--- config.mk ---
export PLATFORM = sky130hd
export DESIGN_NAME = irq_ctrl
export DESIGN_NICKNAME = d
export VERILOG_FILES = /design/src/rtl/irq_ctrl.sv
export SDC_FILE = /design/constraint.sdc
export NUM_CORES = 1
export LEC_CHECK = 0
export ABC_AREA = 0
export CAP_MARGIN = 20
export CORE_MARGIN = 2
export CORE_UTILIZATION = 35
export DETAILED_ROUTE_END_ITERATION = 6
export GPL_TIMING_DRIVEN = 0
export PLACE_DENSITY_LB_ADDON = 0.15
export SYNTH_ARGS = -nofsm -noshare
export SYNTH_HDL_FRONTEND = slang
export SYNTH_SLANG_ARGS = --single-unit
--- constraint.sdc ---
create_clock -name clk -period 2.58 [get_ports clk]
set_clock_uncertainty 0.2 [all_clocks]
set_input_delay 0.516 -clock clk [delete_from_list [all_inputs] [get_ports clk]]
set_output_delay 0.516 -clock clk [all_outputs]
set_load 0.03 [all_outputs]
--- src/rtl/irq_ctrl.sv ---
// irq_ctrl: memory-mapped interrupt controller with an optional machine timer.
//
// It gathers three external interrupt sources and one timer source into a
// pending register, masks them with an enable register, and presents at most
// one request at a time to the CSR/trap logic as a registered one-hot vector.
// Once the core traps (epc_taken), the controller waits for the handler to
// return (is_mret) before it arbitrates again, so interrupts never nest.
//
// Build option: define IRQ_TIMER_EN to include mtime/mtimecmp and timer
// source 0. Without it, offsets 0x00/0x04 read 0, source 0 never pends, and
// enable[0] reads 0.
//
// Register window (BASE_ADDR, 32 bytes, word index addr[4:2]):
//   0x00 mtime     RW   free-running counter, +1 per cycle
//   0x04 mtimecmp  RW   timer compare (equality match)
//   0x08 enable    RW   [3:0]
//   0x0C pending   R/W1C [3:0]
//   0x10 status    RO   [5:4] state, [1:0] active_id
//
// Ports:
//   clk, rst      clock, synchronous active-high reset
//   mem_wr        store strobe from the memory stage
//   mem_read      load strobe from the memory stage
//   addr          byte address
//   data_wr       store data
//   rdata         load data (combinational, 0 when not a mapped load)
//   ext_irq[2:0]  external sources, synchronous to clk, edge-detected
//   epc_taken     core has trapped on the presented interrupt
//   is_mret       handler return
//   interrupt     registered one-hot request: bit0 timer, bits1-3 ext_irq[0..2]
//
// State | meaning
// IDLE    | no request outstanding, arbitrate among pending & enabled
// ASSERT  | interrupt driven for active_id, waiting for epc_taken
// SERVICE | handler running, waiting for is_mret

module irq_ctrl #(
  parameter logic [31:0] BASE_ADDR = 32'h0000_0F00
) (
  input  logic        clk,
  input  logic        rst,
  input  logic        mem_wr,
  input  logic        mem_read,
  input  logic [31:0] addr,
  input  logic [31:0] data_wr,
  output logic [31:0] rdata,
  input  logic [2:0]  ext_irq,
  input  logic        epc_taken,
  input  logic        is_mret,
  output logic [3:0]  interrupt
);

  localparam logic [1:0] ST_IDLE    = 2'd0;
  localparam logic [1:0] ST_ASSERT  = 2'd1;
  localparam logic [1:0] ST_SERVICE = 2'd2;

  localparam logic [2:0] IDX_MTIME    = 3'd0;
  localparam logic [2:0] IDX_MTIMECMP = 3'd1;
  localparam logic [2:0] IDX_ENABLE   = 3'd2;
  localparam logic [2:0] IDX_PENDING  = 3'd3;
  localparam logic [2:0] IDX_STATUS   = 3'd4;

  logic        sel;
  logic [2:0]  idx;
  logic        wr_sel;

  logic [1:0]  state_q, state_d;
  logic [1:0]  active_id_q, active_id_d;
  logic [3:0]  interrupt_q, interrupt_d;
  logic [3:0]  enable_q, enable_d;
  logic [3:0]  pending_q, pending_d;
  logic [2:0]  ext_q;

  logic [3:0]  en_mask;
  logic        timer_hit;
  logic [31:0] rd_mtime;
  logic [31:0] rd_mtimecmp;

  logic [3:0]  set_vec;
  logic [3:0]  clr_w1c;
  logic [3:0]  clr_epc;
  logic [3:0]  pend_no_epc;
  logic [3:0]  ready;
  logic [1:0]  lowest_id;

  assign sel    = (addr[31:5] == BASE_ADDR[31:5]);
  assign idx    = addr[4:2];
  assign wr_sel = mem_wr & sel;

`ifdef IRQ_TIMER_EN
  logic [31:0] mtime_q, mtime_d;
  logic [31:0] mtimecmp_q, mtimecmp_d;
  logic        unused_addr;

  assign unused_addr = ^addr[1:0];
  assign en_mask     = 4'hF;

  // A store to mtime replaces that cycle's increment.
  always_comb begin
    mtime_d    = mtime_q + 32'd1;
    mtimecmp_d = mtimecmp_q;
    if (wr_sel && (idx == IDX_MTIME))    mtime_d    = data_wr;
    if (wr_sel && (idx == IDX_MTIMECMP)) mtimecmp_d = data_wr;
  end

  always_ff @(posedge clk) begin
    if (rst) begin
      mtime_q    <= 32'h0;
      mtimecmp_q <= 32'hFFFF_FFFF;
    end else begin
      mtime_q    <= mtime_d;
      mtimecmp_q <= mtimecmp_d;
    end
  end

  assign timer_hit   = (mtime_q == mtimecmp_q);
  assign rd_mtime    = mtime_q;
  assign rd_mtimecmp = mtimecmp_q;
`else
  logic unused_bits;

  assign unused_bits = ^{addr[1:0], data_wr[31:4]};
  assign en_mask     = 4'hE;
  assign timer_hit   = 1'b0;
  assign rd_mtime    = 32'h0;
  assign rd_mtimecmp = 32'h0;
`endif

  assign set_vec     = {ext_irq & ~ext_q, timer_hit};
  assign clr_w1c     = (wr_sel && (idx == IDX_PENDING)) ? data_wr[3:0] : 4'h0;
  assign enable_d    = (wr_sel && (idx == IDX_ENABLE)) ? (data_wr[3:0] & en_mask) : enable_q;
  // Pending as it will be after this edge, ignoring the trap acknowledge;
  // used to detect a request withdrawn by software while in ASSERT.
  assign pend_no_epc = (pending_q & ~clr_w1c) | set_vec;
  // New events win over any clear landing in the same cycle.
  assign pending_d   = (pending_q & ~(clr_w1c | clr_epc)) | set_vec;
  assign ready       = pending_q & enable_q;

  always_comb begin
    lowest_id = 2'd0;
    if (ready[0])      lowest_id = 2'd0;
    else if (ready[1]) lowest_id = 2'd1;
    else if (ready[2]) lowest_id = 2'd2;
    else if (ready[3]) lowest_id = 2'd3;
  end

  always_comb begin
    state_d     = state_q;
    active_id_d = active_id_q;
    interrupt_d = interrupt_q;
    clr_epc     = 4'h0;
    case (state_q)
      ST_IDLE: begin
        interrupt_d = 4'h0;
        if (|ready) begin
          active_id_d = lowest_id;
          interrupt_d = 4'b0001 << lowest_id;
          state_d     = ST_ASSERT;
        end
      end
      ST_ASSERT: begin
        if (epc_taken) begin
          clr_epc     = 4'b0001 << active_id_q;
          interrupt_d = 4'h0;
          state_d     = ST_SERVICE;
        end else if (!(enable_d[active_id_q] && pend_no_epc[active_id_q])) begin
          interrupt_d = 4'h0;
          state_d     = ST_IDLE;
        end
      end
      ST_SERVICE: begin
        interrupt_d = 4'h0;
        if (is_mret) state_d = ST_IDLE;
      end
      default: begin
        interrupt_d = 4'h0;
        state_d     = ST_IDLE;
      end
    endcase
  end

  always_ff @(posedge clk) begin
    if (rst) begin
      state_q     <= ST_IDLE;
      active_id_q <= 2'd0;
      interrupt_q <= 4'h0;
      enable_q    <= 4'h0;
      pending_q   <= 4'h0;
      ext_q       <= 3'h0;
    end else begin
      state_q     <= state_d;
      active_id_q <= active_id_d;
      interrupt_q <= interrupt_d;
      enable_q    <= enable_d;
      pending_q   <= pending_d;
      ext_q       <= ext_irq;
    end
  end

  always_comb begin
    rdata = 32'h0;
    if (mem_read && sel) begin
      case (idx)
        IDX_MTIME:    rdata = rd_mtime;
        IDX_MTIMECMP: rdata = rd_mtimecmp;
        IDX_ENABLE:   rdata = {28'h0, enable_q};
        IDX_PENDING:  rdata = {28'h0, pending_q};
        IDX_STATUS:   rdata = {26'h0, state_q, 2'b00, active_id_q};
        default:      rdata = 32'h0;
      endcase
    end
  end

  assign interrupt = interrupt_q;

endmodule
==> results of run 1 <==
[stage by stage]
stage / worst slack (ps) / cell area [sq um] / utilization, % / hold slack (ps) / instances
finish: 61.9 / 2390 / 55.7 / 341 / 330
CTS: 1.79 / 2410 / 56.2 / 336 / 329
detailed placement: -1070 / 2220 / 51.8 / 325 / 315
floorplan: -174 / 1650 / - / 273 / 212
global route: -53.9 / 2390 / 55.7 / 361 / 330
global placement: -1090 / 2220 / 51.8 / 326 / 315
[routing by layer]
metal	wire length (um)	part of all wire, %	vias up	global-route usage (%)
met5	0	0	-	0
li1	-	-	840	-
met2	2040	44	80	28.2
met1	2100	46	760	25.8
met4	70	1.5	0	4.06
met3	376	8.2	12	3.61
[cell usage after synthesis, types with 2 or more instances]
| cell | n |
|---|---|
| nor4_1 | 6 |
| buf_4 | 28 |
| inv_1 | 2 |
| nor3_1 | 9 |
| nand2_1 | 14 |
| a21oi_1 | 6 |
| o21a_1 | 5 |
| nor4_2 | 2 |
| o21ai_1 | 4 |
| nor3b_1 | 4 |
| dfxtp_1 | 19 |
| nand3_1 | 6 |
| nand4bb_1 | 2 |
| nor2_1 | 10 |
| a31oi_1 | 4 |
| nand2b_1 | 3 |
| nor2b_1 | 6 |
| nand4_1 | 4 |
| nor4b_1 | 7 |
| clkbuf_1 | 2 |
| o2111ai_1 | 5 |
| o21ai_0 | 3 |
| and3_1 | 2 |
| mux2i_1 | 9 |
[final cells by class]
| cell class | instances | area, sq um | area share [%] |
|---|---|---|---|
| Inverter | 3 | 11.3 | 0.471 |
| Tap cell | 52 | 65.1 | 2.72 |
| Multi-Input combinational cell | 158 | 1150 | 48.1 |
| Clock buffer | 3 | 41.3 | 1.73 |
| Timing Repair Buffer | 62 | 498 | 20.8 |
| Buffer | 32 | 240 | 10.0 |
| Clock inverter | 1 | 5.00 | 0.209 |
| Sequential cell | 19 | 380 | 15.9 |
[cells by family (layout without fill, tap and decap cells)]
logic type	count (synthesis)	count (layout)	share of synthesized area, %
and+or+nand+nor	87	87	35.7
AOI/OAI and AO/OA	36	36	17.9
buffers and inverters	35	101	15.8
DFF	19	19	24.6
muxes	9	9	5.82
other	1	26	0.242
[state kept, by name (all words and copies together) (netlist names)]
signal / flops
active_id_q: 2
ext_q: 3
pending_q: 4
enable_q: 4
interrupt: 4
state_q: 2
[worst max-delay path: stages]
cell and delay (ps):
buf_6 100, nor4b_4 270, nand4_1 190, nor3_4 250, nand2_2 130, nor3b_2 170
buf_4 180
[how the worst max path moves through the flow]
stage	end	depth (start not counted)	from
5_1_grt	rdata[5]	7	addr[22]
2_1_floorplan	rdata[2]	5	addr[6]
3_3_place_gp	rdata[2]	7	addr[6]
4_1_cts	rdata[5]	7	addr[27]
6_report	rdata[5]	7	addr[5]
3_5_place_dp	rdata[3]	7	addr[6]
[report_power, final]
part / total, mW / internal, mW / switching, mW
combinational: 0.205 / 0.0946 / 0.111
sequential: 0.305 / 0.299 / 0.00580
clock: 0.208 / 0.107 / 0.101
total: 0.718 / 0.501 / 0.217
[what timing repair did]
| action | in CTS | in global routing |
|---|---|---|
| pin swaps | 14 | 14 |
| gates resized for setup | 109 | 34 |
| buffers inserted | 10 | 2 |
| endpoints found under the setup margin | 6 | 9 |
| cloned | 0 | 0 |
==> results.toml, run 1 <==
[timing]
finalMaxSlewViolations = 0
rsz0062_at_grt = "true"
timing.fmax_mhz = 397
post-route-min-period_ps = 2520
finalHoldViolations = 0
slew_headroom_pct = 47.4
period_share_pct = 97.6
setup_viol = 0
setup_tns_ps = 0
tightest_slew_ps = 777

[clock_network]
cts.clk_slew.worst_paths_ps = 70
worstSkewPairLatency_ps = 260
cts_tree = "built"
clock_sinks = 19
postCtsHoldBufs = 0
htreeDepth = 1
clock_path_buffers = 2
numCtsBuffers = 3
root_buffer = "clkbuf_8"

[die]
num_io_pins = 109
placementRows = 24
coreArea_sq_um = 4290
die_w_um = 70.5
die_h_um = 70.5
die_area_sq_um = 4970
initial_utilization_pct = 36.1

[power]
power.density_nw_per_um2 = 300
leakage_nw = 1.00
p_total_uw = 718
ir_worst_vdd_uv = 234

[placed_design]
dp_hpwl_um = 3490
gp_congestion = 0.878
io_buffer_count = 51

[worst_hold_path]
hold_path_startpoint = "enable_q[0]$_SDFF_PP0_"
holdPathStages = 1
hold_path.class = "flop to flop"
hold_end = "enable_q[0]$_SDFF_PP0_"

[setup_path]
cp.arrival_ps = 1800
r2r-start = "active_id_q[1]$_SDFFE_PP0P_"
worstPathMaxFanout = 5
r2r_slack_ps = 620
reg2reg_to = "interrupt[3]$_SDFFE_PP0P_"
worstRegToRegCells = 6
end_kind = "output pin"
cp-start-kind = "primary input"
required_ps = 1860
crit_type = "primary input to output pin"

[finish]
area_growth_pct = 54.4
drive_above_1_share_pct = 35.3
layout_commonest_cell = "buf_4"
diodes = 0
n_fill_cell = 430
final_nets = 352
layout_common_cells = "buf_4, conb_1, dfxtp_1"

[job]
maxCapViolations = 0

[global_routing]
grtUsageTotal_pct = 18.1
grt_pass1_wl_um = 7330
grt_pass1_vias = 1516
grt_start_max_net_pins = 12
gr-total-overflow = 0
antenna_found_initial = 0

[logic_synthesis]
syn_inst = 187
yosysTopAreaCellShare_pct = 24.6
synth-edff-count = 0
yosysWarnings = 0
synthFlopType = "dfxtp_1"
synth.cell_area_sq_um = 1550
synth_seq_cells = 19
synthTopCellsByArea = "dfxtp_1, buf_4, mux2i_1"
synthDistinctLibCells = 49
syn_area_per_cell_sq_um = 8.28
synth_async_sr_flop_share_pct = 0
ys_seq_area_share_pct = 24.6
synth_area_leader_cell = "dfxtp_1"

[run_status]
status = "completed"

[routing]
vias = 1692
wl_um = 4590
firstDrtPassIters = 4
wire_per_inst_um = 13.9
final_antenna_net_count = 0
drt_iter0_drc = 107
drcViolationCount = 0
viasPerCell = 5.13
No activity file was read; power rests on OpenSTA's default activity.
==> run 2, diff against run 1 <==
--- a/config.mk
+++ b/config.mk
@@ -7,7 +7,7 @@
 export LEC_CHECK = 0
 export ABC_AREA = 0
 export CAP_MARGIN = 20
-export CORE_MARGIN = 2
+export CORE_MARGIN = 4
 export CORE_UTILIZATION = 35
 export DETAILED_ROUTE_END_ITERATION = 6
 export GPL_TIMING_DRIVEN = 0
==> results.toml, run 2 (synthesis results as in run 1) <==
[clock_network]
cts.clk_slew.worst_paths_ps = 80
numCtsBuffers = 3
clock_path_buffers = 2
worstSkewPairLatency_ps = 270
cts_tree = "built"
root_buffer = "clkbuf_8"
clock_sinks = 19
htreeDepth = 1
postCtsHoldBufs = 0

[routing]
viasPerCell = 5.12
wl_um = 4710
firstDrtPassIters = 4
drcViolationCount = 0
vias = 1649
wire_per_inst_um = 14.6
final_antenna_net_count = 0
drt_iter0_drc = 99

[placed_design]
placed_cells = 313
gp_congestion = 0.841
dp_hpwl_um = 3640
io_buffer_count = 51

[setup_path]
path_delay_family = "buffers and inverters"
required_ps = 1860
cp-start-kind = "primary input"
crit_buf_inv = 2
end_kind = "output pin"
cp.arrival_ps = 1780
cp_cell_sequence = "clkdlybuf4s50_1 > nand2b_1 > nor2_1 > a21oi_1 > nor2_2 > buf_4"
worstPathMaxFanout = 4
cpPeakStageDelay_ps = 570
critical_path.slowest_cell = "clkdlybuf4s50_1"
crit_type = "primary input to output pin"

[global_routing]
gr-total-overflow = 0
antenna_found_initial = 0
grt_pass1_wl_um = 7350
grt_pass1_vias = 1534
grt_start_max_net_pins = 13
grtUsageTotal_pct = 16.8

[timing]
period_share_pct = 96.9
post-route-min-period_ps = 2500
tightest_slew_ps = 802
slew_headroom_pct = 45.7
finalMaxSlewViolations = 0
setup_tns_ps = 0
timing.fmax_mhz = 400
setup_viol = 0
finalHoldViolations = 0

[power]
leakage_nw = 0.967
power.density_nw_per_um2 = 314
ir_worst_vdd_uv = 331

[die]
initial_utilization_pct = 37.4
die_area_sq_um = 5550
coreArea_sq_um = 4140
num_io_pins = 109
placementRows = 23
die_h_um = 74.5
die_w_um = 74.5

[finish]
finalCoreUtilization_pct = 56.1
instances_no_fill = 322
diodes = 0
drive_above_1_share_pct = 34.2
final_nets = 346
layout_commonest_cell = "buf_4"
area_growth_pct = 50.1
layout_common_cells = "buf_4, conb_1, dfxtp_1"

[run_status]
status = "completed"

[worst_hold_path]
hold_path.class = "flop to flop"

[job]
maxCapViolations = 0
## run 2: changes by cell type in the layout (fill, tap and decap cells not counted), sizes merged
cell | previous run | this run
clkinvlp | 0 | 1
clkbuf | 19 | 16
clkdlybuf4s15 | 3 | 4
clkinv | 1 | 0
dlygate4sd2 | 5 | 1
## run 2: worst paths after layout
path              slack, ps  cells after the start                         to                   startpoint
setup reg to reg        630                      6  interrupt[3]$_SDFFE_PP0P_  active_id_q[1]$_SDFFE_PP0P_
hold reg to reg         340                      1     enable_q[0]$_SDFF_PP0_       enable_q[0]$_SDFF_PP0_
hold / removal          340                      1     enable_q[0]$_SDFF_PP0_       enable_q[0]$_SDFF_PP0_
setup / recovery         80                      6                   rdata[1]                      addr[3]
## run 2: stage by stage
step / area, sq um / total power [mW] / hold slack [ps] / worst slack, ps
global route: 2320 / 0.762 / 371 / -1.87
floorplan: 1650 / 0.429 / 273 / -174
CTS: 2320 / 0.725 / 338 / 4.59
finish: 2320 / 0.730 / 341 / 81.1
global placement: 2220 / 0.510 / 322 / -1160
detailed placement: 2220 / 0.510 / 328 / -1110
## run 2: area by class of cell
cell class / instances / area (sq um)
fillers: 415 / 1820
multi-input cells: 158 / 1140
repair buffers: 56 / 440
flip-flops and latches: 19 / 380
plain buffers: 32 / 240
well taps: 50 / 62.6
clock buffers: 3 / 41.3
inverters: 3 / 11.3
clock inverters: 1 / 7.51
## run 2: what timing repair did
item                       4_1_cts  5_1_grt
resized for setup              118       38
gates cloned                     0        0
buffers inserted                 4        1
setup endpoints to repair        6        6
pin swaps                       14       12
## run 2: where the power goes
| group | internal (mW) | leakage [nW] | total [mW] | switching (mW) |
|---|---|---|---|---|
| logic | 0.0921 | 0.791 | 0.202 | 0.109 |
| clock network | 0.109 | 0.0217 | 0.223 | 0.114 |
| registers | 0.299 | 0.155 | 0.306 | 0.00646 |
## run 2: layer usage
| layer | global-route usage, % | wire, um | vias up |
|---|---|---|---|
| li1 | - | - | 828 |
| met2 | 27.6 | 2170 | 73 |
| met3 | 2.16 | 379 | 4 |
| met5 | 0 | 0 | - |
| met4 | 2.37 | 22 | 0 |
| met1 | 23.9 | 2140 | 744 |
==> run 3, diff against run 2 <==
--- a/config.mk
+++ b/config.mk
@@ -10,8 +10,9 @@
 export CORE_MARGIN = 4
 export CORE_UTILIZATION = 35
 export DETAILED_ROUTE_END_ITERATION = 6
-export GPL_TIMING_DRIVEN = 0
+export GPL_TIMING_DRIVEN = 1
 export PLACE_DENSITY_LB_ADDON = 0.15
+export SKIP_LAST_GASP = 1
 export SYNTH_ARGS = -nofsm -noshare
 export SYNTH_HDL_FRONTEND = slang
 export SYNTH_SLANG_ARGS = --single-unit
==> results.toml, run 3 (synthesis results as in run 1) <==
[die]
die_w_um = 74.5
num_io_pins = 109
die_h_um = 74.5
initial_utilization_pct = 37.4
placementRows = 23
coreArea_sq_um = 4140
die_area_sq_um = 5550

[power]
p_sw_uw = 225
intPower_uw = 489
leakage_nw = 0.908
comb_power_share_pct = 26.5
seqPwrFrac_pct = 42.7
ir_worst_vdd_uv = 217
clockPowerShare_pct = 30.7
power.density_nw_per_um2 = 310
switching_share_pct = 31.5

[placed_design]
gp_congestion = 0.832
dp_hpwl_um = 3720
io_buffer_count = 52

[global_routing]
grt_pass1_vias = 1561
antenna_found_initial = 0
grt_start_max_net_pins = 13
grtUsageTotal_pct = 17.4
grt_pass1_wl_um = 7580
gr-total-overflow = 0

[routing]
drt_iter0_drc = 114
vias = 1623
wl_um = 4750
drcViolationCount = 0
wire_per_inst_um = 15.2
final_antenna_net_count = 0
firstDrtPassIters = 4
viasPerCell = 5.20

[setup_path]
crit_buf_inv = 3
path_delay_family = "simple AND/OR/NAND/NOR gates"
worstPathMaxFanout = 4
crit_type = "primary input to output pin"
end_kind = "output pin"
critical_path.slowest_cell = "nor4b_4"
cpMostUsedCell = "buf_6"
cp.arrival_ps = 1880
cp-start-kind = "primary input"
cpPeakStageDelay_ps = 260
required_ps = 1860
cp_cell_sequence = "buf_6 > nor4b_4 > nand4_1 > nor3_4 > nand2_2 > buf_6 > nor3b_2 > buf_4"

[timing]
post-route-min-period_ps = 2590
setup_viol = 1
finalMaxSlewViolations = 0
finalHoldViolations = 0
finalWorstSetupSlack_ps = -14.6
timing.fmax_mhz = 385
rsz0062_at_grt = "true"
period_share_pct = 101
holdWs_ps = 344

[clock_network]
clock_path_buffers = 2
clock_sinks = 19
htreeDepth = 1
worstSkewPairLatency_ps = 260
cts.clk_slew.worst_paths_ps = 70
root_buffer = "clkbuf_8"
cts_tree = "built"
numCtsBuffers = 3

[finish]
drive_above_1_share_pct = 32.1
layout_common_cells = "buf_4, conb_1, dfxtp_1, clkdlybuf4s50_1"
area_growth_pct = 48.6
layout_commonest_cell = "buf_4"
seqCellArea_sq_um = 380
finalCoreUtilization_pct = 55.6
multi_input_area_sq_um = 1150
n_fill_cell = 412
final_nets = 336
diodes = 0

[worst_hold_path]
hold_path.class = "flop to flop"

[run_status]
violations = "negative setup slack"
status = "complete, but fails checks"

[job]
maxCapViolations = 0
run 3: final timing paths:
| kind | start | end | cells after the start | slack (ps) |
|---|---|---|---|---|
| max | addr[7] | rdata[5] | 8 | -10 |
| max reg2reg | active_id_q[1]$_SDFFE_PP0P_ | state_q[0]$_SDFFE_PP0P_ | 5 | 700 |
| min reg2reg | enable_q[0]$_SDFF_PP0_ | enable_q[0]$_SDFF_PP0_ | 1 | 340 |
| min | enable_q[0]$_SDFF_PP0_ | enable_q[0]$_SDFF_PP0_ | 1 | 340 |
run 3: per-stage QoR:
step / instance area (sq um) / std cells / setup TNS [ps] / total power, mW / worst slack, ps
floorplan: 1650 / 212 / -348 / 0.429 / -174
global placement: 2140 / 303 / -3300 / 0.493 / -537
detailed placement: 2140 / 303 / -3490 / 0.493 / -534
CTS: 2270 / 312 / -14.2 / 0.714 / -14.2
global route: 2300 / 312 / -300 / 0.746 / -123
finish: 2300 / 312 / -14.6 / 0.714 / -14.6
run 3: power groups by stage:
stage / Combinational [mW] / Sequential, mW / Clock [mW]
4_1_cts: 0.183 / 0.305 / 0.227
2_1_floorplan: 0.119 / 0.310 / 0
3_3_place_gp: 0.181 / 0.312 / 0
5_1_grt: 0.204 / 0.306 / 0.236
6_report: 0.189 / 0.305 / 0.219
3_5_place_dp: 0.181 / 0.312 / 0
run 3: area by class of cell:
| class | count | share of cell area, % |
|---|---|---|
| tap | 50 | 2.72 |
| clock buffer | 3 | 1.79 |
| timing repair buffer | 78 | 28.3 |
| clock inverter | 1 | 0.326 |
| inverter | 3 | 0.489 |
| sequential | 19 | 16.5 |
| multi-input combinational | 158 | 49.9 |
run 3: timing repair:
| action | CTS | global route |
|---|---|---|
| setup buffers | 5 | 0 |
| pin swaps | 12 | 7 |
| gates cloned | 0 | 0 |
| hold buffers | 0 | 0 |
| gates resized for setup | 118 | 11 |
| setup endpoints to repair | 6 | 8 |
| endpoints found under the hold margin | 0 | 0 |
run 3: per-layer routing:
metal  global-route usage, %  wire length (um)
met4                    2.96                21
met3                    2.84               313
met1                    24.5              2200
met2                    28.2              2220
met5                       0                 0
